File: src/rtl/step_dir_decoder.sv
// Receiving end of a step/dir/enable stepper interface: synchronises the lines,
// rejects short step pulses, tracks signed position and measures step period.
module step_dir_decoder #(
  parameter int POS_WIDTH = 16,
  parameter int PER_WIDTH = 17,
  parameter int MIN_HIGH  = 25,
  parameter int DIR_SETUP = 10
) (
  input  logic                        clk,
  input  logic                        rst,
  input  logic                        step_in,
  input  logic                        dir_in,
  input  logic                        en_in,
  input  logic                        pos_clr,
  input  logic                        err_clr,
  output logic signed [POS_WIDTH-1:0] pos,
  output logic                        step_valid,
  output logic [PER_WIDTH-1:0]        period,
  output logic                        period_valid,
  output logic                        moving,
  output logic                        err_glitch,
  output logic                        err_setup
);

  localparam int HCNT_W = $clog2(MIN_HIGH + 1);
  localparam int DCNT_W = $clog2(DIR_SETUP + 1);
  localparam logic [HCNT_W-1:0]           HCNT_MAX = HCNT_W'(MIN_HIGH);
  localparam logic [HCNT_W-1:0]           HCNT_ONE = HCNT_W'(1);
  localparam logic [DCNT_W-1:0]           DCNT_MAX = DCNT_W'(DIR_SETUP);
  localparam logic [DCNT_W-1:0]           DCNT_ONE = DCNT_W'(1);
  localparam logic [PER_WIDTH-1:0]        PCNT_SAT = '1;
  localparam logic [PER_WIDTH-1:0]        PCNT_ONE = PER_WIDTH'(1);
  localparam logic signed [POS_WIDTH-1:0] POS_ONE  = POS_WIDTH'(1);

  typedef enum logic [1:0] {IDLE, ARMED, HIGH_CHK, WAIT_LOW} state_t;

  function automatic logic [PER_WIDTH-1:0] pcnt_inc(input logic [PER_WIDTH-1:0] v);
    return (v == PCNT_SAT) ? v : v + PCNT_ONE;
  endfunction

  function automatic logic [DCNT_W-1:0] dcnt_inc(input logic [DCNT_W-1:0] v);
    return (v == DCNT_MAX) ? v : v + DCNT_ONE;
  endfunction

  logic [1:0]                  step_sync_q, dir_sync_q, en_sync_q;
  logic                        s_step, s_dir, s_en;
  logic                        step_prev_q;
  state_t                      state_q, state_d;
  logic [HCNT_W-1:0]           hcnt_q, hcnt_d;
  logic [DCNT_W-1:0]           dcnt_q, dcnt_d;
  logic                        dir_lat_q, dir_lat_d;
  logic                        first_q, first_d;
  logic signed [POS_WIDTH-1:0] pos_q, pos_d;
  logic [PER_WIDTH-1:0]        pcnt_q, pcnt_d;
  logic [PER_WIDTH-1:0]        period_q, period_d;
  logic                        step_valid_q, step_valid_d;
  logic                        period_valid_q, period_valid_d;
  logic                        err_glitch_q, err_glitch_d;
  logic                        err_setup_q, err_setup_d;
  logic                        accept, glitch_evt, setup_evt;

  assign s_step = step_sync_q[1];
  assign s_dir  = dir_sync_q[1];
  assign s_en   = en_sync_q[1];

  always_comb begin
    state_d        = state_q;
    hcnt_d         = hcnt_q;
    dir_lat_d      = dir_lat_q;
    first_d        = first_q;
    pos_d          = pos_q;
    period_d       = period_q;
    step_valid_d   = 1'b0;
    period_valid_d = 1'b0;
    accept         = 1'b0;
    glitch_evt     = 1'b0;
    setup_evt      = 1'b0;
    // Restart the dir-stable count on the cycle the synchronised dir changes.
    dcnt_d         = (dir_sync_q[0] != s_dir) ? '0 : dcnt_inc(dcnt_q);
    pcnt_d         = pcnt_inc(pcnt_q);

    if (!s_en) begin
      state_d = IDLE;
      first_d = 1'b1;
    end else begin
      case (state_q)
        IDLE:  state_d = ARMED;
        ARMED: begin
          if (s_step && !step_prev_q) begin
            dir_lat_d = s_dir;
            setup_evt = (dcnt_q < DCNT_MAX);
            hcnt_d    = HCNT_ONE;
            state_d   = HIGH_CHK;
          end
        end
        HIGH_CHK: begin
          if (!s_step) begin
            glitch_evt = 1'b1;
            state_d    = ARMED;
          end else if (hcnt_q == HCNT_MAX) begin
            accept  = 1'b1;
            state_d = WAIT_LOW;
          end else begin
            hcnt_d = hcnt_q + HCNT_ONE;
          end
        end
        WAIT_LOW: if (!s_step) state_d = ARMED;
        default:  state_d = IDLE;
      endcase
    end

    if (accept) begin
      step_valid_d = 1'b1;
      pos_d        = dir_lat_q ? pos_q + POS_ONE : pos_q - POS_ONE;
      pcnt_d       = PCNT_ONE;
      first_d      = 1'b0;
      if (!first_q) begin
        period_d       = pcnt_q;
        period_valid_d = 1'b1;
      end
    end
    if (pos_clr) pos_d = '0;

    err_glitch_d = glitch_evt | (err_glitch_q & ~err_clr);
    err_setup_d  = setup_evt  | (err_setup_q  & ~err_clr);
  end

  always_ff @(posedge clk) begin
    if (rst) begin
      step_sync_q    <= '0;
      dir_sync_q     <= '0;
      en_sync_q      <= '0;
      step_prev_q    <= 1'b0;
      state_q        <= IDLE;
      hcnt_q         <= '0;
      dcnt_q         <= '0;
      dir_lat_q      <= 1'b0;
      first_q        <= 1'b1;
      pos_q          <= '0;
      pcnt_q         <= PCNT_SAT;
      period_q       <= '0;
      step_valid_q   <= 1'b0;
      period_valid_q <= 1'b0;
      err_glitch_q   <= 1'b0;
      err_setup_q    <= 1'b0;
    end else begin
      step_sync_q    <= {step_sync_q[0], step_in};
      dir_sync_q     <= {dir_sync_q[0], dir_in};
      en_sync_q      <= {en_sync_q[0], en_in};
      step_prev_q    <= s_step;
      state_q        <= state_d;
      hcnt_q         <= hcnt_d;
      dcnt_q         <= dcnt_d;
      dir_lat_q      <= dir_lat_d;
      first_q        <= first_d;
      pos_q          <= pos_d;
      pcnt_q         <= pcnt_d;
      period_q       <= period_d;
      step_valid_q   <= step_valid_d;
      period_valid_q <= period_valid_d;
      err_glitch_q   <= err_glitch_d;
      err_setup_q    <= err_setup_d;
    end
  end

  assign pos          = pos_q;
  assign step_valid   = step_valid_q;
  assign period       = period_q;
  assign period_valid = period_valid_q;
  assign moving       = (pcnt_q != PCNT_SAT) && (state_q != IDLE);
  assign err_glitch   = err_glitch_q;
  assign err_setup    = err_setup_q;

endmodule

File: config.mk
export PLATFORM = sky130hd
export DESIGN_NAME = step_dir_decoder
export DESIGN_NICKNAME = d
export VERILOG_FILES = /design/src/rtl/step_dir_decoder.sv
export SDC_FILE = /design/constraint.sdc
export NUM_CORES = 1
export LEC_CHECK = 0
export ABC_AREA = 1
export CORE_MARGIN = 10
export CORE_UTILIZATION = 44
export CTS_CLUSTER_SIZE = 24
export DETAILED_ROUTE_END_ITERATION = 8
export PLACE_DENSITY_LB_ADDON = 0.15
export RECOVER_POWER = 25
export SYNTH_ARGS = -nofsm -noshare
export SYNTH_HDL_FRONTEND = slang
export SYNTH_SLANG_ARGS = --single-unit
File: constraint.sdc
create_clock -name clk -period 3.1 [get_ports clk]
set_clock_uncertainty 0.2 [all_clocks]
set_input_delay 0.31 -clock clk [delete_from_list [all_inputs] [get_ports clk]]
set_output_delay 0.31 -clock clk [all_outputs]
set_load 0.05 [all_outputs]
==> impl_results.md, run 1 <==
* Outcome: complete, no violations
* DP Area at 0.004638 mm²
* Final hold viol count at 0
* Slowest stage cell, crit path: dfxtp_1
* Pleak at 2.553 nW
* Max frequency at 0.3716 GHz
* Synth-to-Final Area Change at 19.09%
* Relative slew slack at 0.3517
* Adder-cell area share of the yosys netlist at 0.08162
* Routed WL per cell at 12.24 µm
* Max VDD drop at 0.2631 mV
* Startpoint types: flop
* GPL Wtd Cong at 0.9158
* Crit-path cells: ha_1, nand3_1, nor3_1, ha_1, nor2_1, dlymetal6s2s_1
* Non-filler cells in the finished layout at 775
* Mean Syn Cell Area at 6.674 µm²
* Synth area leader: dfxtp_1
* Finish-stage setup viols at 0
* Nets at 692
* Slew of the pin with the lowest slew margin at 972.4 ps
* First-pass GRT wire length at 16220 µm
* I/O Buffers at 44
* Max-slew violations at 0
* Place WS at 438.9 ps
* Family with the most delay on the worst path: adder cells
* Share of layout cells above drive strength 1 at 0.04066
* Vias per cell at 4.893
* Met2 WL post-DR at 4327 µm
* Mux cell area share after synthesis at 0
* Unrepaired setup endpoints after global routing: no
* Post-Synthesis Cells at 611
* Commonest non-fill, non-tap cell in the layout: nand2_1
* Worst Hold Slack at 205.7 ps
* Num rows at 35
* Commonest cells after routing, fill and taps aside: 151 x nand2_1, 99 x inv_1, 82 x nor2_1, 74 x dfxtp_1, 43 x nand3_1
* Synth top area share at 0.3633
* First-pass DRT Iterations at 4
* CTS Buf Count at 9
* Max_cap viols at 0
* Ys Warns at 0
* DR top layer: met4
* Num ports at 45
* Clock sinks at 74
* Synthesized cell area at 0.004078 mm²
* Number of H-tree levels at 3
* Crit path top cell by count: ha_1
* Vias at 3792
* Worst Hold Class: flop to flop
* Synth cell types at 32
* Combinational family with the most area after synthesis: simple AND/OR/NAND/NOR gates
* Simple-gate portion of the synthesized area at 0.3207
* DP Cell Count at 759
* Gr ovfl total at 0
* Root Buffer: clkbuf_8
* Post-route antenna net violation count at 0
* Final Critical Period at 2691 ps
* Vias in the first global route at 3562
* CTS Hold Bufs at 0
* Final Worst Setup Slack at 409.2 ps
* # Post-CTS Setup Buffers at 0
* Metal3 WL at 476 µm
* Worst path required time at 2590 ps
* Initial Util at 0.4455
* Worst Setup End Kind: output port
* Synth Register Bits at 74
* WL final at 9483 µm
* Fin area at 0.004856 mm²
* Filler cells at 913
* CTS max path bufs at 2
* Worst skew pair latency at 350 ps
* Storage cell area at 0.001481 mm²
* Power Density at 533.5 mW/mm²
* Worst Path Class, Setup: flop to output port
* Iter 0 DRT Violations at 139
* Die width at 116.3 µm
* CP bufs+invs at 1
* Total track usage at 0.1463
* DIE HEIGHT at 116.3 µm
* Synth area leaders: dfxtp_1 36%, nand2_1 14%, inv_1 9.1%
* Syn Nets at 644
* Area share of xor/xnor cells in the synthesized design at 0.01289
* Area of the multi-input gates at 0.002157 mm²
* Initial antenna violation count at 0
* Area of the core at 0.009153 mm²
* Die ar. at 0.01352 mm²
* Sequential-to-total area share from yosys stat at 0.3633
* Compound-Gate Fraction of Synth Area at 0.1157
* Pin count of the biggest net entering global routing at 34
* Final Cycle Share at 0.8680
* Post-detail-place hpwl at 7013 µm
* Worst Path Max Fanout at 7
* DRC violations left at 0
* Setup TNS at 0 ps
* Worst-path clk slew at 90 ps
* N_diodes at 0
* Critical path arrival at 2180 ps
* CTS tree: built
* CP max stage delay at 470 ps
* Wl on met1 at 4590 µm
## power by group
part | switching, mW | internal (mW) | leakage, nW
clock network | 0.394 | 0.484 | 0.117
registers | 0.114 | 1.04 | 0.602
logic | 0.350 | 0.208 | 1.83
## sequential cells by signal, indices dropped and copies added, names as in the netlist, 2 cells and up
register,cells
state_q,2
period,17
dir_sync_q,2
pcnt_q,17
en_sync_q,2
dcnt_q,4
hcnt_q,5
pos,16
step_sync_q,2
## tightest hold or removal path, cell delays in order (launching register included)
cell and delay [ps]:
dfxtp_1 310, inv_1 40, nor2_1 30
## cells in the mapped netlist
library cell	count
nor2_4	1
clkbuf_1	5
nand3b_1	2
and2_1	1
xnor2_1	2
a21boi_0	1
buf_4	1
o211ai_1	5
nor4_1	1
xor2_1	4
a31o_2	1
nor3_4	1
nand2_4	1
o31ai_1	2
nor3_1	12
o21bai_1	1
o21ai_0	22
nor2_1	82
or2_2	5
fa_1	1
nor3b_1	1
nand4_1	9
nand3_1	43
a21oi_1	42
buf_2	6
ha_1	25
clkinv_1	1
a211oi_1	2
o21a_1	8
inv_1	99
nand2_1	150
dfxtp_1	74
## metal layers
metal,vias to the layer above,GRT usage
met5,-,0
met4,0,0.04254
met3,7,0.04468
met2,51,0.2383
met1,1699,0.1818
li1,2035,-
## path summary, 6_finish.rpt
kind	depth (start not counted)	startpoint	slack (ps)	end
hold / removal	2	en_sync_q[0]$_SDFF_PP0_	210	en_sync_q[1]$_SDFF_PP0_
setup / recovery	6	pcnt_q[0]$_SDFFE_PP1N_	410	moving
setup reg to reg	13	pcnt_q[0]$_SDFFE_PP1N_	480	pcnt_q[11]$_SDFFE_PP1P_
hold reg to reg	2	en_sync_q[0]$_SDFF_PP0_	210	en_sync_q[1]$_SDFF_PP0_
## stage by stage
step | util | power, mW
after floorplan | - | 1.591
after global placement | 0.5068 | 1.720
after detailed placement | 0.5068 | 1.728
after CTS | 0.5322 | 2.615
after global routing | 0.5306 | 2.764
final | 0.5306 | 2.591
## cell families (layout without fill, tap and decap cells)
logic type / Yosys count / in the layout
xor+xnor: 6 / 6
flops: 74 / 74
buf+inv: 112 / 165
fa+ha+maj: 26 / 26
simple gates: 309 / 309
compound gates: 84 / 84
## cell type report
cell class                 instances  area share
inverter                         100     0.07730
tap                              111     0.02860
multi-input combinational        425      0.4442
timing repair buffer              49     0.09688
clock inverter                     6     0.01958
sequential                        74      0.3051
clock buffer                      10     0.02834
## what timing repair did
action                                  4_1_cts  5_1_grt
endpoints found under the setup margin        0        1
hold endpoints to repair                      0        0
gates resized for setup                       0        1
No activity file was read; power rests on OpenSTA's default activity.
==> inputs of run 2 (changes only) <==
SLEW_MARGIN = 20   (was default)
==> results of run 2 <==
Same layout as run 1: the final DEF is identical, and so are final timing and power.
==> inputs of run 3 (changes only) <==
CORE_MARGIN = default   (was 10)
CORE_UTILIZATION = 45   (was 44)
==> impl_results.md, run 3 (synthesis results as in run 1) <==
* Outcome: complete, no violations
* Vias in the first global route at 3534 (-0.79%)
* Critical path arrival at 2150 ps (-30 ps)
* Vias per cell at 4.995 (+2.1%)
* Worst Path Class, Setup: flop to output port
* First-pass GRT wire length at 16100 µm (-0.76%)
* Final Critical Period at 2657 ps (-34.24 ps)
* Slew of the pin with the lowest slew margin at 962.9 ps (-9.578 ps)
* CTS Buf Count at 9 (unchanged)
* M2 GR Usage at 0.3342 (+0.09593)
* Reg2reg path depth at 14 (+1)
* Die width at 97.19 µm (-16%)
* GPL Wtd Cong at 0.8529 (-6.9%)
* R2r setup slk at 560 ps (+80 ps)
* First-pass DRT Iterations at 5 (+1)
* Worst Path Max Fanout at 7 (unchanged)
* N_diodes at 0 (unchanged)
* Setup TNS at 0 ps (unchanged)
* DRC violations left at 0 (unchanged)
* Number of H-tree levels at 3 (unchanged)
* HP Start: en_sync_q[0]$_SDFF_PP0_
* Total track usage at 0.2079 (+0.06164)
* Initial antenna violation count at 0 (unchanged)
* Root Buffer: clkbuf_8
* CTS Hold Bufs at 0 (unchanged)
* Share of layout cells above drive strength 1 at 0.04361 (+0.002946)
* Max-slew violations at 0 (unchanged)
* Routed WL per cell at 11.84 µm (-3.2%)
* Gr ovfl total at 0 (unchanged)
* Worst Hold Class: flop to flop
* Startpoint types: flop
* Relative slew slack at 0.3581 (+0.006385)
* Commonest non-fill, non-tap cell in the layout: nand2_1
* Reg2reg end: pcnt_q[11]$_SDFFE_PP1P_
* Power Density at 508.0 mW/mm² (-4.8%)
* Worst path required time at 2590 ps (about the same)
* Nets at 693 (+0.14%)
* Vias at 3861 (+1.8%)
* Post-route antenna net violation count at 0 (unchanged)
* # Post-CTS Setup Buffers at 0 (unchanged)
* Num ports at 45 (unchanged)
* Pleak at 2.534 nW (-0.74%)
* Max_cap viols at 0 (unchanged)
* Max VDD drop at 0.2526 mV (-4.0%)
* DIE HEIGHT at 97.19 µm (-16%)
* Final Cycle Share at 0.8570 (-0.01104)
* Worst hold stages at 2 (unchanged)
* Worst skew pair latency at 360 ps (about the same)
* Post-detail-place hpwl at 6757 µm (-3.7%)
* WL final at 9152 µm (-3.5%)
* Unrepaired setup endpoints after global routing: no
* Post-CTS sizing at 0 (unchanged)
* I/O Buffers at 44 (unchanged)
* Clock sinks at 74 (unchanged)
* Worst Setup End Kind: output port
* Power, Total at 2.448 mW (-5.5%)
* Initial Util at 0.4653 (+0.01978)
* Filler cells at 899 (-1.5%)
* Place WS at 455.7 ps (+16.76 ps)
* Die ar. at 0.009446 mm² (-30%)
* DP Cell Count at 757 (-0.26%)
* Final hold viol count at 0 (unchanged)
* Met3 Use GR at 0.05180 (+0.007114)
* Met1 usage at 0.2771 (+0.09526)
* Reg2Reg Launch Point: pcnt_q[0]$_SDFFE_PP1N_
* Pin count of the biggest net entering global routing at 33 (-2.9%)
* Worst-path clk slew at 80 ps (about the same)
* Finished Core Util at 0.5498 (+0.01928)
* Num rows at 34 (-2.9%)
* CTS tree: built
* Non-filler cells in the finished layout at 773 (-0.26%)
* Iter 0 DRT Violations at 149 (+7.2%)
* Final Worst Setup Slack at 443.4 ps (+34.24 ps)
* Hold path endpoint: en_sync_q[1]$_SDFF_PP0_
* Finish-stage setup viols at 0 (unchanged)
* Gr busiest metal: met2
* CTS max path bufs at 2 (unchanged)
* Commonest cells after routing, fill and taps aside: 151 x nand2_1, 99 x inv_1, 82 x nor2_1, 74 x dfxtp_1, 43 x nand3_1
* Synth-to-Final Area Change at 18.17%
* Max frequency at 0.3764 GHz (+1.3%)
* Area of the core at 0.008763 mm² (-4.3%)
run 3: cell types whose count changed in the layout (fill, tap and decap cells not counted):
cell	delta
buf_4	+3
bufinv_16	-2
clkbuf_1	-1
clkbuf_2	-1
clkdlybuf4s50_1	+1
clkinv_2	+1
clkinv_4	-1
clkinvlp_4	+1
dlygate4sd3_1	-1
inv_6	+1
run 3: area by class of cell:
cell class                 instances  area (µm²)  area share
inverter                         100       375.4     0.07790
multi-input combinational        425        2157      0.4477
timing repair buffer              50       484.2      0.1005
sequential                        74        1481      0.3075
clock inverter                     6       47.55    0.009868
clock buffer                      10       137.6     0.02856
tap                              108       135.1     0.02804
run 3: metal layers:
metal / wire (µm) / share of wire / vias to the layer above
li1: - / - / 2035
met1: 4586 / 0.50 / 1736
met2: 4104 / 0.45 / 78
met3: 326 / 0.036 / 12
met4: 133 / 0.015 / 0
met5: 0 / 0 / -
run 3: worst max-delay path by stage:
| stage | from | endpoint | slack, ps | cells after the start |
|---|---|---|---|---|
| after detailed placement | pcnt_q[0]$_SDFFE_PP1N_ | moving | 460 | 6 |
| after global placement | pcnt_q[0]$_SDFFE_PP1N_ | moving | 480 | 6 |
| after CTS | pcnt_q[0]$_SDFFE_PP1N_ | moving | 50 | 6 |
| final | pcnt_q[0]$_SDFFE_PP1N_ | moving | 440 | 6 |
| after global routing | pcnt_q[0]$_SDFFE_PP1N_ | pcnt_q[11]$_SDFFE_PP1P_ | 240 | 13 |
| after floorplan | pcnt_q[0]$_SDFFE_PP1N_ | moving | 930 | 5 |
run 3: power by group:
group | switching [mW] | internal (mW) | leakage, nW
clock | 0.397 | 0.321 | 0.0937
combinational | 0.368 | 0.213 | 1.84
sequential | 0.109 | 1.04 | 0.602
run 3: worst max-delay path, stage by stage, from the launching register on:
cell            delay, ps
dfxtp_1               460
ha_1                  250
nand3_1               140
nor3_1                220
ha_1                  320
nor2_1                100
dlymetal6s2s_1        310
run 3: through the flow:
step / hold slack [ps] / cell area, µm²
after floorplan: 188.3 / 4078
after global placement: 190.5 / 4642
after CTS: 208.1 / 4827
after detailed placement: 195.3 / 4642
after global routing: 222.2 / 4818
final: 205.3 / 4818
